**src/rtl/ram_loader_pkg.sv**
```systemverilog
// Shared types and default geometry for the RAM program loader.
// The state encoding is shared so the loader and any debug tap agree on it.
package ram_loader_pkg;

    localparam int AW_DEF = 4;
    localparam int DW_DEF = 8;

    typedef enum logic [2:0] {
        IDLE,
        WAIT_BYTE,
        SET_ADDR,
        WRITE,
        VERIFY,
        DONE,
        ERROR
    } state_t;

endpackage

```
**src/rtl/ram_bus_mux.sv**
```systemverilog
// Selects who drives the RAM control word: the CPU control unit or the loader.
// Purely combinational so the CPU path stays zero-latency while the loader is idle.
module ram_bus_mux
    import ram_loader_pkg::*;
#(
    parameter int AW = AW_DEF,
    parameter int DW = DW_DEF
) (
    input  logic          owner,
    input  logic [AW-1:0] cpu_mar_bus,
    input  logic          cpu_mi,
    input  logic [DW-1:0] cpu_ram_bus,
    input  logic          cpu_ri,
    input  logic [AW-1:0] ld_mar_bus,
    input  logic          ld_mi,
    input  logic [DW-1:0] ld_ram_bus,
    input  logic          ld_ri,
    output logic [AW-1:0] mar_bus,
    output logic          mi,
    output logic [DW-1:0] ram_bus,
    output logic          ri
);

    always_comb begin
        mar_bus = cpu_mar_bus;
        mi      = cpu_mi;
        ram_bus = cpu_ram_bus;
        ri      = cpu_ri;
        if (owner) begin
            mar_bus = ld_mar_bus;
            mi      = ld_mi;
            ram_bus = ld_ram_bus;
            ri      = ld_ri;
        end
    end

endmodule

```
**src/rtl/ram_loader.sv**
```systemverilog
// Program loader and RAM bus arbiter: halts the CPU, streams bytes into RAM
// addresses 0..load_last and reads each one back before moving on.
//
// state     | meaning
// IDLE      | CPU owns the RAM port, waiting for start
// WAIT_BYTE | rx_ready high, waiting for the next stream byte
// SET_ADDR  | load MAR with the current address
// WRITE     | write the captured byte into RAM
// VERIFY    | compare RAM read-back against the captured byte
// DONE      | one-cycle completion pulse
// ERROR     | read-back mismatch, held until abort
module ram_loader
    import ram_loader_pkg::*;
#(
    parameter int AW = AW_DEF,
    parameter int DW = DW_DEF
) (
    input  logic          clk,
    input  logic          clr,
    input  logic          start,
    input  logic          abort,
    input  logic [AW-1:0] load_last,
    input  logic [DW-1:0] rx_data,
    input  logic          rx_valid,
    output logic          rx_ready,
    input  logic [AW-1:0] cpu_mar_bus,
    input  logic          cpu_mi,
    input  logic [DW-1:0] cpu_ram_bus,
    input  logic          cpu_ri,
    input  logic [DW-1:0] ram_value,
    output logic [AW-1:0] mar_bus,
    output logic          mi,
    output logic [DW-1:0] ram_bus,
    output logic          ri,
    output logic          cpu_halt,
    output logic          busy,
    output logic          done,
    output logic          error,
    output logic [AW-1:0] err_addr
);

    state_t        state_q, state_d;
    logic [AW-1:0] addr_q, addr_d;
    logic [AW-1:0] last_q, last_d;
    logic [DW-1:0] data_q, data_d;
    logic          err_q, err_d;
    logic [AW-1:0] err_addr_q, err_addr_d;

    logic [AW-1:0] ld_mar_bus;
    logic          ld_mi;
    logic [DW-1:0] ld_ram_bus;
    logic          ld_ri;

    always_ff @(posedge clk) begin
        if (clr) begin
            state_q    <= IDLE;
            addr_q     <= '0;
            last_q     <= '0;
            data_q     <= '0;
            err_q      <= 1'b0;
            err_addr_q <= '0;
        end else begin
            state_q    <= state_d;
            addr_q     <= addr_d;
            last_q     <= last_d;
            data_q     <= data_d;
            err_q      <= err_d;
            err_addr_q <= err_addr_d;
        end
    end

    always_comb begin
        state_d    = state_q;
        addr_d     = addr_q;
        last_d     = last_q;
        data_d     = data_q;
        err_d      = err_q;
        err_addr_d = err_addr_q;
        ld_mar_bus = '0;
        ld_mi      = 1'b0;
        ld_ram_bus = '0;
        ld_ri      = 1'b0;

        case (state_q)
            IDLE: begin
                if (start && !abort) begin
                    last_d  = load_last;
                    addr_d  = '0;
                    state_d = WAIT_BYTE;
                end
            end
            WAIT_BYTE: begin
                if (rx_valid) begin
                    data_d  = rx_data;
                    state_d = SET_ADDR;
                end
            end
            SET_ADDR: begin
                ld_mar_bus = addr_q;
                ld_mi      = 1'b1;
                state_d    = WRITE;
            end
            WRITE: begin
                ld_ram_bus = data_q;
                ld_ri      = 1'b1;
                state_d    = VERIFY;
            end
            VERIFY: begin
                if (ram_value != data_q) begin
                    err_addr_d = addr_q;
                    err_d      = 1'b1;
                    state_d    = ERROR;
                end else if (addr_q == last_q) begin
                    state_d = DONE;
                end else begin
                    addr_d  = addr_q + AW'(1);
                    state_d = WAIT_BYTE;
                end
            end
            DONE: begin
                state_d = IDLE;
            end
            ERROR: begin
                if (abort) begin
                    err_d   = 1'b0;
                    state_d = IDLE;
                end
            end
            default: begin
                state_d = IDLE;
            end
        endcase

        // Abort beats everything outside IDLE, including a same-cycle verify failure.
        if (abort && (state_q != IDLE)) begin
            err_d   = 1'b0;
            state_d = IDLE;
        end
    end

    ram_bus_mux #(
        .AW(AW),
        .DW(DW)
    ) u_mux (
        .owner      (state_q != IDLE),
        .cpu_mar_bus(cpu_mar_bus),
        .cpu_mi     (cpu_mi),
        .cpu_ram_bus(cpu_ram_bus),
        .cpu_ri     (cpu_ri),
        .ld_mar_bus (ld_mar_bus),
        .ld_mi      (ld_mi),
        .ld_ram_bus (ld_ram_bus),
        .ld_ri      (ld_ri),
        .mar_bus    (mar_bus),
        .mi         (mi),
        .ram_bus    (ram_bus),
        .ri         (ri)
    );

    assign rx_ready = (state_q == WAIT_BYTE);
    assign cpu_halt = (state_q != IDLE);
    assign busy     = (state_q inside {WAIT_BYTE, SET_ADDR, WRITE, VERIFY});
    assign done     = (state_q == DONE);
    assign error    = err_q;
    assign err_addr = err_addr_q;

endmodule

```
**config.mk**
```make
export PLATFORM = sky130hd
export DESIGN_NAME = ram_loader
export DESIGN_NICKNAME = d
export VERILOG_FILES = /design/src/rtl/ram_loader_pkg.sv /design/src/rtl/ram_bus_mux.sv /design/src/rtl/ram_loader.sv
export SDC_FILE = /design/constraint.sdc
export NUM_CORES = 1
export LEC_CHECK = 0
export CORE_ASPECT_RATIO = 0.6
export CORE_UTILIZATION = 38
export CTS_BUF_LIST = sky130_fd_sc_hd__clkbuf_4
export CTS_CLUSTER_SIZE = 8
export DETAILED_ROUTE_END_ITERATION = 10
export GPL_TIMING_DRIVEN = 0
export PLACE_DENSITY = 0.82
export SLEW_MARGIN = 20
export SYNTH_ARGS = -nofsm -noshare
export SYNTH_HDL_FRONTEND = slang
export SYNTH_SLANG_ARGS = --single-unit
```
**constraint.sdc**
```tcl
create_clock -name clk -period 1.77 [get_ports clk]
set_input_delay 0.177 -clock clk [delete_from_list [all_inputs] [get_ports clk]]
set_output_delay 0.177 -clock clk [all_outputs]
set_load 0.01 [all_outputs]
```
==> Word level (Yosys, flattened, before mapping) <==
Cells that the tools add are included.
{ "totals": {"ff_bits": 24, "elab_cells": 57, "output_inout_bits": 23} }
{ "op_classes": {"mux": 21, "n_reduce_logical": 15, "addsub": 1, "n_eq_ne": 14} }
{ "ops": {"columns": ["op", "count"], "rows": [
  ["4-bit 2-to-1 mux", 5],
  ["3-bit one-hot mux with 6 select lines", 1],
  ["8-bit 2-to-1 mux", 2],
  ["3-bit 2-to-1 mux", 5],
  ["2-bit inequality test, second input constant", 6],
  ["3-bit equality test, second input constant", 3],
  ["8-bit inequality test", 1],
  ["4-bit one-hot mux with 2 select lines", 1],
  ["3-bit by 2-bit equality test with 1-bit output, second input constant", 2],
  ["1-bit 2-to-1 mux", 6],
  ["2-bit AND reduction", 3],
  ["3-bit AND reduction", 2],
  ["4-bit by 1-bit adder with 4-bit output, second input constant", 1],
  ["4-bit equality test", 1],
  ["4-bit AND reduction", 1],
  ["2-bit nonzero test", 2],
  ["4-bit nonzero test", 1],
  ["3-bit by 1-bit equality test with 1-bit output, second input constant", 1],
  ["3-bit logical NOT", 1],
  ["3-bit nonzero test", 1],
  ["1-bit logical AND", 2],
  ["1-bit one-hot mux with 2 select lines", 1],
  ["2-bit OR reduction", 1],
  ["1-bit logical NOT", 1]
]} }

==> Logic depth before layout (Yosys ltp) <==
Gate-level depths: netlist (run 1).
{ "depth": {"word_depth": 4, "ltp_mapped": 6, "ltp_nobuf": 5} }

==> Modules after synthesis <==
From an unflattened synthesis (run 1), not the netlist that was laid out.
{ "hier_totals": {"cells_unflattened": 162, "area_unflattened_um2": 1438.9} }
{ "modules_own_cells": {"columns": ["mod", "cells_per_inst", "instances", "area_per_inst_um2", "seq_area_each_um2"], "rows": [
  ["ram_loader", 147, 1, 1270.0, 480.5],
  ["ram_bus_mux", 15, 1, 168.9, 0.0]
]} }

==> Worst setup path after synthesis (run 1) <==
No wires, ideal clock.
{ "synth_timing": {"path_type": "flip-flop to flip-flop", "startpoint": "register state_q[0]", "endpoint": "register addr_q[1]", "synth_period_minus_slack_ps": 1688, "setup_ps": 69, "slack_ps": 82, "t_arrival_ps": 1619, "path_stages_with_launch": 7, "cell_sequence": "dfxtp_1 -> or3_4 -> nand2b_4 -> buf_6 -> o31a_4 -> or4b_1 -> o21ai_1"} }
{ "synth_between": {"elab_chain_len": 3, "word_cells_on_any_way": 8, "cone_classes": "eq/ne: 4; mux: 1; reduce/logical: 3"} }
{ "synth_lines": {"columns": ["element", "line", "text"], "rows": [
  ["from (decl)", "ram_loader.sv:42", "state_t state_q, state_d;"],
  ["from (signal assigned)", "ram_loader.sv:63", "state_q <= state_d;"],
  ["3-bit equality test or 3-bit logical NOT (tied branches)", "ram_loader.sv:84", "case (state_q)"],
  ["2-bit inequality test (no source line) or 2-bit nonzero test (tied branches)", null, null],
  ["4-bit AND reduction (no source line)", null, null],
  ["to (signal assigned)", "ram_loader.sv:64", "addr_q <= addr_d;"],
  ["to (decl)", "ram_loader.sv:43", "logic [AW-1:0] addr_q, addr_d;"]
]} }
Parallel ways exist; a longest one is shown, timed or not.
A chain may end at the register's enable or synchronous reset.

==> Worst setup path in the final report (run 1) <==
{ "layout_timing": {"startpoint": "register state_q[0]", "endpoint": "output port ram_bus[7]"} }
{ "layout_between": {"elab_chain_len": 3, "word_cells_on_any_way": 4, "cone_classes": "eq/ne: 1; mux: 2; reduce/logical: 1"} }
{ "layout_lines": {"columns": ["element", "line", "text"], "rows": [
  ["3-bit by 2-bit equality test with 1-bit output", "ram_loader.sv:84", null],
  ["8-bit 2-to-1 mux", "ram_loader.sv:84", null],
  ["8-bit 2-to-1 mux (*)", "ram_bus_mux.sv:29", "if (owner) begin"],
  ["to (decl)", "ram_loader.sv:33", "output logic [DW-1:0] ram_bus,"]
]} }
Mark *: on every way between the ends. The rest lies on a longest branch, timed or not.

==> results of run 1 <==
-- synthesized netlist by cell type (all sizes together) --
| cell | count |
|---|---|
| a21oi | 10 |
| o31a | 1 |
| inv | 3 |
| clkbuf | 8 |
| o21bai | 1 |
| mux2i | 12 |
| xnor2 | 9 |
| o2bb2ai | 2 |
| nand3 | 1 |
| a211oi | 1 |
| nor2b | 1 |
| or3 | 2 |
| dfxtp | 24 |
| a221oi | 1 |
| nor3b | 1 |
| nand2 | 20 |
| nor4 | 1 |
| o22a | 1 |
| nand3b | 1 |
| o41ai | 1 |
| xor2 | 4 |
| nand4 | 2 |
| ha | 1 |
| or4b | 1 |
| or4 | 1 |
| or2 | 1 |
| o21ai | 3 |
| o311ai | 1 |
| nor2 | 20 |
| nand2b | 5 |
| nor3 | 7 |
| a22oi | 8 |
| buf | 3 |
| o31ai | 4 |
| and2 | 2 |
-- logic make-up after synthesis --
group	count (synthesis)
muxes	12
and+or+nand+nor	66
xor gates and xnor gates	13
adders and majority gates	1
AOI/OAI and AO/OA	34
buffers and inverters	14
DFF	24
-- per-stage QoR --
stage	area (sq um)	utilization	hold WS, ps
after detailed placement	2010	0.604	478
after CTS	2140	0.643	267
final	2200	0.661	270
after global routing	2200	0.661	311
after floorplan	1350	-	254
after global placement	2010	0.604	472
-- sequential cells by signal, summed over array words and instances, names as in the netlist --
signal and cells:
state_q 3, err_addr 4, addr_q 4, data_q 8
error 1, last_q 4
-- power by group --
| group | switching, W | total (W) | leakage, nW | internal [W] |
|---|---|---|---|---|
| sequential | 0.00000869 | 0.000553 | 0.202 | 0.000544 |
| clock | 0.000171 | 0.000400 | 0.0279 | 0.000229 |
| combinational | 0.000105 | 0.000264 | 0.697 | 0.000159 |
-- layer usage --
layer  track usage  vias up
li1              -      715
met1         0.322      697
met2         0.306       55
met3        0.0467        2
met4        0.0364        0
met5             0        -
-- cell usage in the layout (no fill, tap or decap), types with 7 or more instances in the layout --
| cell | instances |
|---|---|
| clkdlybuf4s50_1 | 42 |
| nand2_1 | 20 |
| nor2_1 | 19 |
| mux2i_1 | 12 |
| dlygate4sd2_1 | 11 |
| a21oi_1 | 10 |
| dfxtp_2 | 10 |
| dfxtp_1 | 10 |
| buf_4 | 9 |
| a22oi_1 | 7 |
-- how the worst max path moves through the flow --
stage | start | endpoint | depth (start not counted)
2_1_floorplan | state_q[0]$_SDFFE_PP0P_ | addr_q[1]$_SDFFE_PP0P_ | 6
3_3_place_gp | state_q[0]$_SDFFE_PP0P_ | ram_bus[1] | 6
3_5_place_dp | state_q[0]$_SDFFE_PP0P_ | ram_bus[7] | 6
4_1_cts | state_q[1]$_SDFFE_PP0P_ | ri | 5
5_1_grt | state_q[0]$_SDFFE_PP0P_ | ram_bus[7] | 5
6_report | state_q[0]$_SDFFE_PP0P_ | ram_bus[7] | 5
-- final cells by class --
type | count | area [sq um] | share of cell area
inverter | 3 | 11.3 | 0.00513
multi-input combinational | 126 | 873 | 0.398
clock inverter | 1 | 30.0 | 0.0137
sequential | 24 | 508 | 0.231
tap | 45 | 56.3 | 0.0256
clock buffer | 3 | 22.5 | 0.0103
timing repair buffer | 67 | 629 | 0.287
buffer | 9 | 65.1 | 0.0296
-- timing repair --
action / 4_1_cts / 5_1_grt
pin swaps: 10 / 7
hold endpoints to repair: 0 / 0
resized for setup: 46 / 22
hold buffers: 0 / 0
setup endpoints to repair: 19 / 13
buffers inserted: 5 / 2
==> impl_metrics.toml, run 1 <==
[run_status]
status = "completed"

[logic_synthesis]
synth_top_family_by_area = "simple AND/OR/NAND/NOR gates"
synth_area_sq_mm = 0.00135
synth_fp_nets = 204
netlist_instances = 164
synth_adder_area_share = 0.00927
seq_area_frac_synth = 0.356
yosysWarnings = 0
post-synth-top-area-cell = "dfxtp_1"
synth_xor_area_frac = 0.0843
syn_area_per_cell_sq_um = 8.23
synth-simple-area-share = 0.239
synth_top_area_share = 0.356
synth.area.mux_share = 0.0890
yosys.cell_types.count = 39
synth_compound_area_frac = 0.178
synthTopCellsByArea = "dfxtp_1 36%, mux2i_1 8.9%, xnor2_1 5.8%"
ys_ff_latch = 24

[place]
place_ws_ps = -408
dp_cells = 269
io_buffers = 60
place_hpwl_mm = 2.90
place.gp.congestion = 0.828

[worst_setup_path]
cp_cell_sequence = "clkbuf_8, and2_4, a22oi_1, nor2_1, dlygate4sd2_1"
reg2reg_depth = 5
cp_data_arrival_time_ps = 1560
r2r-start = "data_q[3]$_SDFFE_PP0P_"
critPathTopFamily = "buffers and inverters"
cp.required_ps = 1590
regToRegSetupSlack_ps = 50
critPathSlowestCell = "dfxtp_4"
crit_type = "register to output pin"
critPathCaptureType = "output pin"
cp.buffers_inverters = 2
r2r_end = "addr_q[1]$_SDFFE_PP0P_"
critPathMaxFanout = 10
worstSetupStartpointType = "register"
critPathMaxStageDelay_ps = 380

[min_path]
hp-start = "clr"
hold_depth = 2
hold_path_class = "input port to register"
holdPathEnd = "state_q[1]$_SDFFE_PP0P_"

[drt]
ant_nets = 0
vias = 1469
wire_per_inst_microns = 14.6
top_layer_used = "met4"
wl_met3_microns = 336
firstDrtPassIters = 4
met2_length_mm = 1.70
drc = 0
routed_via_density = 5.28
wl_mm = 4.07
drt_iter0_drc = 82
drt-met1-wl_mm = 2.02

[cells_and_area]
antenna_cells = 0
drive_above_1_share = 0.206
area_growth_pct = 62.7
nets = 274
layout.cells.non_filler = 278
fill_cells = 293

[sta]
tns_ps = 0
tightest_slew_ps = 596
hold_violations = 0
setup_ws_ps = 28.6
finalClockSkew_ps = 7.12
finalSetupViolCount = 0
fmax_ghz = 0.574
slew-limit-headroom = 0.602
layout_min_cycle_time_ps = 1740
period_share = 0.984
drv_slew = 0

[cts]
root_buffer = "clkbuf_4"
insertion_delay_ps = 320
cts.sinks = 24
clk_pin_slew_ps = 130
clk_path_buf_depth = 2
cts.htree.levels = 1
cts_tree = "done"
cts_made_buffers = 3

[job]
cap_violations = 0

[power]
design_power_total_w = 0.00122
powerDensity_mw_per_mm2 = 554
vdd.ir_drop.worst_mv = 0.330
power.leakage_nw = 0.927

[floorplan]
num_io_pins = 62
coreArea_sq_mm = 0.00332
rows = 16
initial_core_util = 0.406
die_h_microns = 48.2
die_w_microns = 79.0
die-area_sq_mm = 0.00380

[grt]
grt_first_pass_wirelength_mm = 6.11
antenna_found_initial = 0
grt_use_total = 0.211
grt_max_degree = 15
globalRouteOverflowTotal = 0
grt_pass1_vias = 1259
Power figures use the tool's default switching activity.
==> run 2: changes to the inputs <==
- ABC_AREA: unset -> 1
- CORE_UTILIZATION: 38 -> 40
- SKIP_LAST_GASP: unset -> 1
==> impl_metrics.toml, run 2 <==
[cts]
cts.htree.levels = 1
clk_pin_slew_ps = 120
cts_made_buffers = 3
root_buffer = "clkbuf_4"
insertion_delay_ps = 310
cts.sinks = 24
clk_path_buf_depth = 2
cts_tree = "done"

[grt]
grt_first_pass_wirelength_mm = 6.64
met1_usage = 0.321
grtUsageMet2 = 0.335
grt_busiest_layer = "met2"
grt_pass1_vias = 1418
globalRouteOverflowTotal = 0
grt_use_total = 0.219
grt_max_degree = 13
antenna_found_initial = 0
grt_use_met3 = 0.0481

[place]
place_hpwl_mm = 3.21
post_dp_cell_area_sq_mm = 0.00217
place_ws_ps = -224
dp_cells = 324
io_buffers = 61
place.gp.congestion = 0.796

[sta]
finalClockSkew_ps = 2.13
fmax_ghz = 0.581
setup_ws_ps = 47.4
period_share = 0.973
drv_slew = 0
tns_ps = 0
slew-limit-headroom = 0.805
hold_violations = 0
tightest_slew_ps = 292
rsz0062_at_grt = "yes"
fin_hold_ws_ps = 440
layout_min_cycle_time_ps = 1720
finalSetupViolCount = 0

[cells_and_area]
antenna_cells = 0
fill_cells = 315
layout.cells.non_filler = 338
final_cell_mix = "54 x nand2_1, 44 x clkdlybuf4s50_1, 23 x nor2_1, 22 x inv_1, 21 x dfxtp_1"
area_growth_pct = 51.0
final_common_cell = "nand2_1"
largest_register = "data_q"
drive_above_1_share = 0.215
nets = 335
postLayoutCellArea_sq_mm = 0.00227
largest_reg_flops = 8

[logic_synthesis]
netlist_instances = 218
syn_area_per_cell_sq_um = 6.90
yosys.cell_types.count = 31
synth_top_area_share = 0.319
yosysWarnings = 0
synth_common_cells = "54 x nand2_1, 24 x dfxtp_1, 24 x inv_1, 23 x nor2_1, 16 x a21oi_1"
synth.most_common_cell = "nand2_1"
synth_area_sq_mm = 0.00150
synth_fp_nets = 258
async_reset_ff_frac = 0
synthTopCellsByArea = "dfxtp_1 32%, nand2_1 13%, inv_1 6.0%"
synth_edf_count = 0
seq_area_frac_synth = 0.319
synth_ff_type = "dfxtp_1"
ys_ff_latch = 24
post-synth-top-area-cell = "dfxtp_1"

[drt]
wl_mm = 4.11
routed_via_density = 4.73
ant_nets = 0
vias = 1600
firstDrtPassIters = 4
drc = 0
drt_iter0_drc = 163
wire_per_inst_microns = 12.2

[worst_setup_path]
r2r_end = "data_q[4]$_SDFFE_PP0P_"
worstSetupStartpointType = "register"
cp_data_arrival_time_ps = 1550
reg2reg_depth = 10
critPathCaptureType = "output pin"
crit_type = "register to output pin"
r2r-start = "state_q[1]$_SDFFE_PP0P_"
critPathMaxFanout = 5
cp.required_ps = 1590
startpoint = "state_q[1]$_SDFFE_PP0P_"
regToRegSetupSlack_ps = 190

[job]
cap_violations = 0

[floorplan]
coreArea_sq_mm = 0.00342
die_h_microns = 49.5
die_w_microns = 81.2
die-area_sq_mm = 0.00402
initial_core_util = 0.439
num_io_pins = 62
rows = 16

[power]
combPwrFrac = 0.464
switchingPower_w = 0.000574
power_frac_seq = 0.387
p_clk_frac = 0.149
power.leakage_nw = 0.996
swShare = 0.357
p_int_w = 0.00104
vdd.ir_drop.worst_mv = 0.417
powerDensity_mw_per_mm2 = 709

[min_path]
hold_path_class = "input port to register"
hp-start = "rx_data[7]"
holdPathEnd = "data_q[7]$_SDFFE_PP0P_"
hold_depth = 3

[run_status]
status = "completed"
==> run 2: stage by stage <==
stage	power [W]	utilization
final	0.00161	0.663
after global routing	0.00172	0.663
after CTS	0.00160	0.663
after detailed placement	0.00134	0.634
after global placement	0.00133	0.634
after floorplan	0.00103	-
==> run 2: kinds of logic after synthesis <==
logic type | after synthesis | synth area share
AND/OR/NAND/NOR | 107 | 0.359
AO/OA/AOI/OAI | 44 | 0.169
buffers and inverters | 36 | 0.110
flip-flops | 24 | 0.319
XOR/XNOR | 6 | 0.0349
adder cells (fa/ha/maj) | 1 | 0.00832
==> run 2: timing repair <==
item	4_1_cts	5_1_grt
cloned	0	0
gates resized for setup	48	18
buffers inserted	9	3
endpoints found under the setup margin	16	15
hold buffers	0	0
pin swaps	2	2
==> run 2: power by group through the flow <==
stage                     combinational [W]  clock (W)  sequential, W
after floorplan                    0.000405          0       0.000624
after global placement             0.000694          0       0.000631
after detailed placement           0.000708          0       0.000633
after CTS                          0.000731   0.000249       0.000620
after global routing               0.000822   0.000274       0.000628
final                              0.000746   0.000240       0.000623
==> run 2: final cells by class <==
| type | count | area, sq um | area share |
|---|---|---|---|
| tap | 45 | 56.3 | 0.0248 |
| inverter | 31 | 124 | 0.0545 |
| timing repair buffer | 72 | 658 | 0.290 |
| buffer | 5 | 53.8 | 0.0237 |
| sequential | 24 | 487 | 0.214 |
| multi-input combinational | 158 | 870 | 0.383 |
| clock buffer | 3 | 22.5 | 0.00992 |
==> run 2: worst max-delay path by stage <==
stage | depth (start not counted) | slack, ps | to
4_1_cts | 4 | -130 | rx_ready
2_1_floorplan | 5 | 430 | ram_bus[0]
5_1_grt | 5 | -40 | mar_bus[3]
3_3_place_gp | 6 | -170 | ram_bus[4]
6_report | 5 | 50 | mar_bus[3]
3_5_place_dp | 6 | -220 | ram_bus[4]
==> run 2: layer usage <==
metal  vias up  part of all wire  wire, microns
li1        858                 -              -
met3         2             0.067            277
met1       690              0.52           2130
met2        50              0.41           1690
met4         0            0.0019              8
met5         -                 0              0
==> run 2: critical path, stage by stage, from the launching register on <==
cell,delay [ps]
dfxtp_2,350
buf_6,120
buf_4,150
nand3_2,160
o21ai_0,190
clkdlybuf4s15_1,260
==> run 3: changes to the inputs <==
- CORE_UTILIZATION: 40 -> 35
- PLACE_DENSITY: 0.82 -> 0.74
==> impl_metrics.toml, run 3 (synthesis gave the netlist of run 2 again) <==
[run_status]
status = "completed"

[cts]
cts.htree.levels = 1
hold_buffers = 0
clk_path_buf_depth = 2
root_buffer = "clkbuf_4"
cts_tree = "done"
insertion_delay_ps = 320
cts.sinks = 24
clk_pin_slew_ps = 130
cts_made_buffers = 3

[cells_and_area]
largest_register = "data_q"
utilization = 0.557
layout.cells.non_filler = 354
largest_reg_flops = 8
nets = 336
postLayoutCellArea_sq_mm = 0.00229
final_common_cell = "nand2_1"
fill_cells = 432
area_growth_pct = 52.6
final_cell_mix = "54 x nand2_1, 43 x clkdlybuf4s50_1, 23 x nor2_1, 22 x inv_1, 21 x dfxtp_1"
antenna_cells = 0
drive_above_1_share = 0.224

[sta]
rsz0062_at_grt = "yes"
slew-limit-headroom = 0.807
hold_violations = 0
period_share = 0.986
finalSetupViolCount = 0
layout_min_cycle_time_ps = 1740
drv_slew = 0
fmax_ghz = 0.573
setup_ws_ps = 25.1
tightest_slew_ps = 289
finalClockSkew_ps = 5.34

[grt]
grt_use_total = 0.191
grt_first_pass_wirelength_mm = 6.64
grt_pass1_vias = 1424
globalRouteOverflowTotal = 0
antenna_found_initial = 0
grt_max_degree = 13

[power]
p_int_w = 0.00100
vdd.ir_drop.worst_mv = 0.310
combPwrFrac = 0.448
power.leakage_nw = 1.03
powerDensity_mw_per_mm2 = 692
power_frac_seq = 0.393
design_power_total_w = 0.00159
swShare = 0.367
switchingPower_w = 0.000583
p_clk_frac = 0.159

[worst_setup_path]
regToRegSetupSlack_ps = 280
worstSetupStartpointType = "register"
critPathCaptureType = "output pin"
r2r-start = "state_q[2]$_SDFFE_PP0P_"
crit_type = "register to output pin"
cp_data_arrival_time_ps = 1570
startpoint = "state_q[2]$_SDFFE_PP0P_"
critPathMaxFanout = 4
cp.required_ps = 1590

[min_path]
hold_path_class = "input port to register"
hp-start = "rx_data[3]"

[job]
cap_violations = 0

[drt]
drt_iter0_drc = 56
vias = 1638
routed_via_density = 4.63
drc = 0
ant_nets = 0
wl_mm = 4.25
firstDrtPassIters = 4
wire_per_inst_microns = 12.0

[floorplan]
initial_core_util = 0.365
die-area_sq_mm = 0.00457
num_io_pins = 62
die_h_microns = 52.8
coreArea_sq_mm = 0.00412
rows = 18
die_w_microns = 86.6

[place]
place.gp.congestion = 0.812
place_hpwl_mm = 3.17
dp_cells = 339
post_dp_cell_area_sq_mm = 0.00219
place_ws_ps = -281
io_buffers = 61
run 3: metal layers:
layer | GRT usage | share of wire
met4 | 0.00833 | 0.0024
met3 | 0.0488 | 0.072
met2 | 0.310 | 0.42
met1 | 0.269 | 0.51
met5 | 0 | 0
run 3: path summary, 6_finish.rpt:
kind / cells after the start / to
worst max-delay path: 6 / ram_bus[6]
worst max register to register: 9 / last_q[3]$_SDFFE_PP0P_
worst min-delay path: 3 / data_q[3]$_SDFFE_PP0P_
worst min register to register: 2 / error$_SDFFE_PP0P_
run 3: metrics by stage:
stage | hold slack (ps) | setup TNS, ps
2_1_floorplan | 239 | 0
3_3_place_gp | 442 | -1670
3_5_place_dp | 443 | -2050
4_1_cts | 422 | -501
5_1_grt | 418 | -209
6_report | 422 | 0
run 3: power by group through the flow:
| stage | Combinational [W] | Clock [W] | Sequential, W |
|---|---|---|---|
| final | 0.000711 | 0.000252 | 0.000623 |
| after global routing | 0.000783 | 0.000282 | 0.000632 |
| after CTS | 0.000719 | 0.000253 | 0.000623 |
| after detailed placement | 0.000708 | 0 | 0.000634 |
| after global placement | 0.000698 | 0 | 0.000631 |
| after floorplan | 0.000405 | 0 | 0.000624 |
run 3: what timing repair did:
action	4_1_cts	5_1_grt
endpoints found under the setup margin	16	16
buffers inserted	11	2
pin swaps	2	1
resized for setup	53	20
run 3: worst max-delay path, cell delays in order (launching register included):
cell	delay, ps
dfxtp_4	390
buf_6	120
nor3_4	230
buf_4	170
buf_4	110
a22o_1	110
buf_2	120
run 3: layout make-up:
class	count	area (sq um)	area share
Tap cell	60	75.1	0.0327
Inverter	31	126	0.0551
Clock buffer	3	22.5	0.00981
Timing Repair Buffer	73	661	0.288
Sequential cell	24	487	0.212
Multi-Input combinational cell	158	870	0.379
Buffer	5	53.8	0.0234
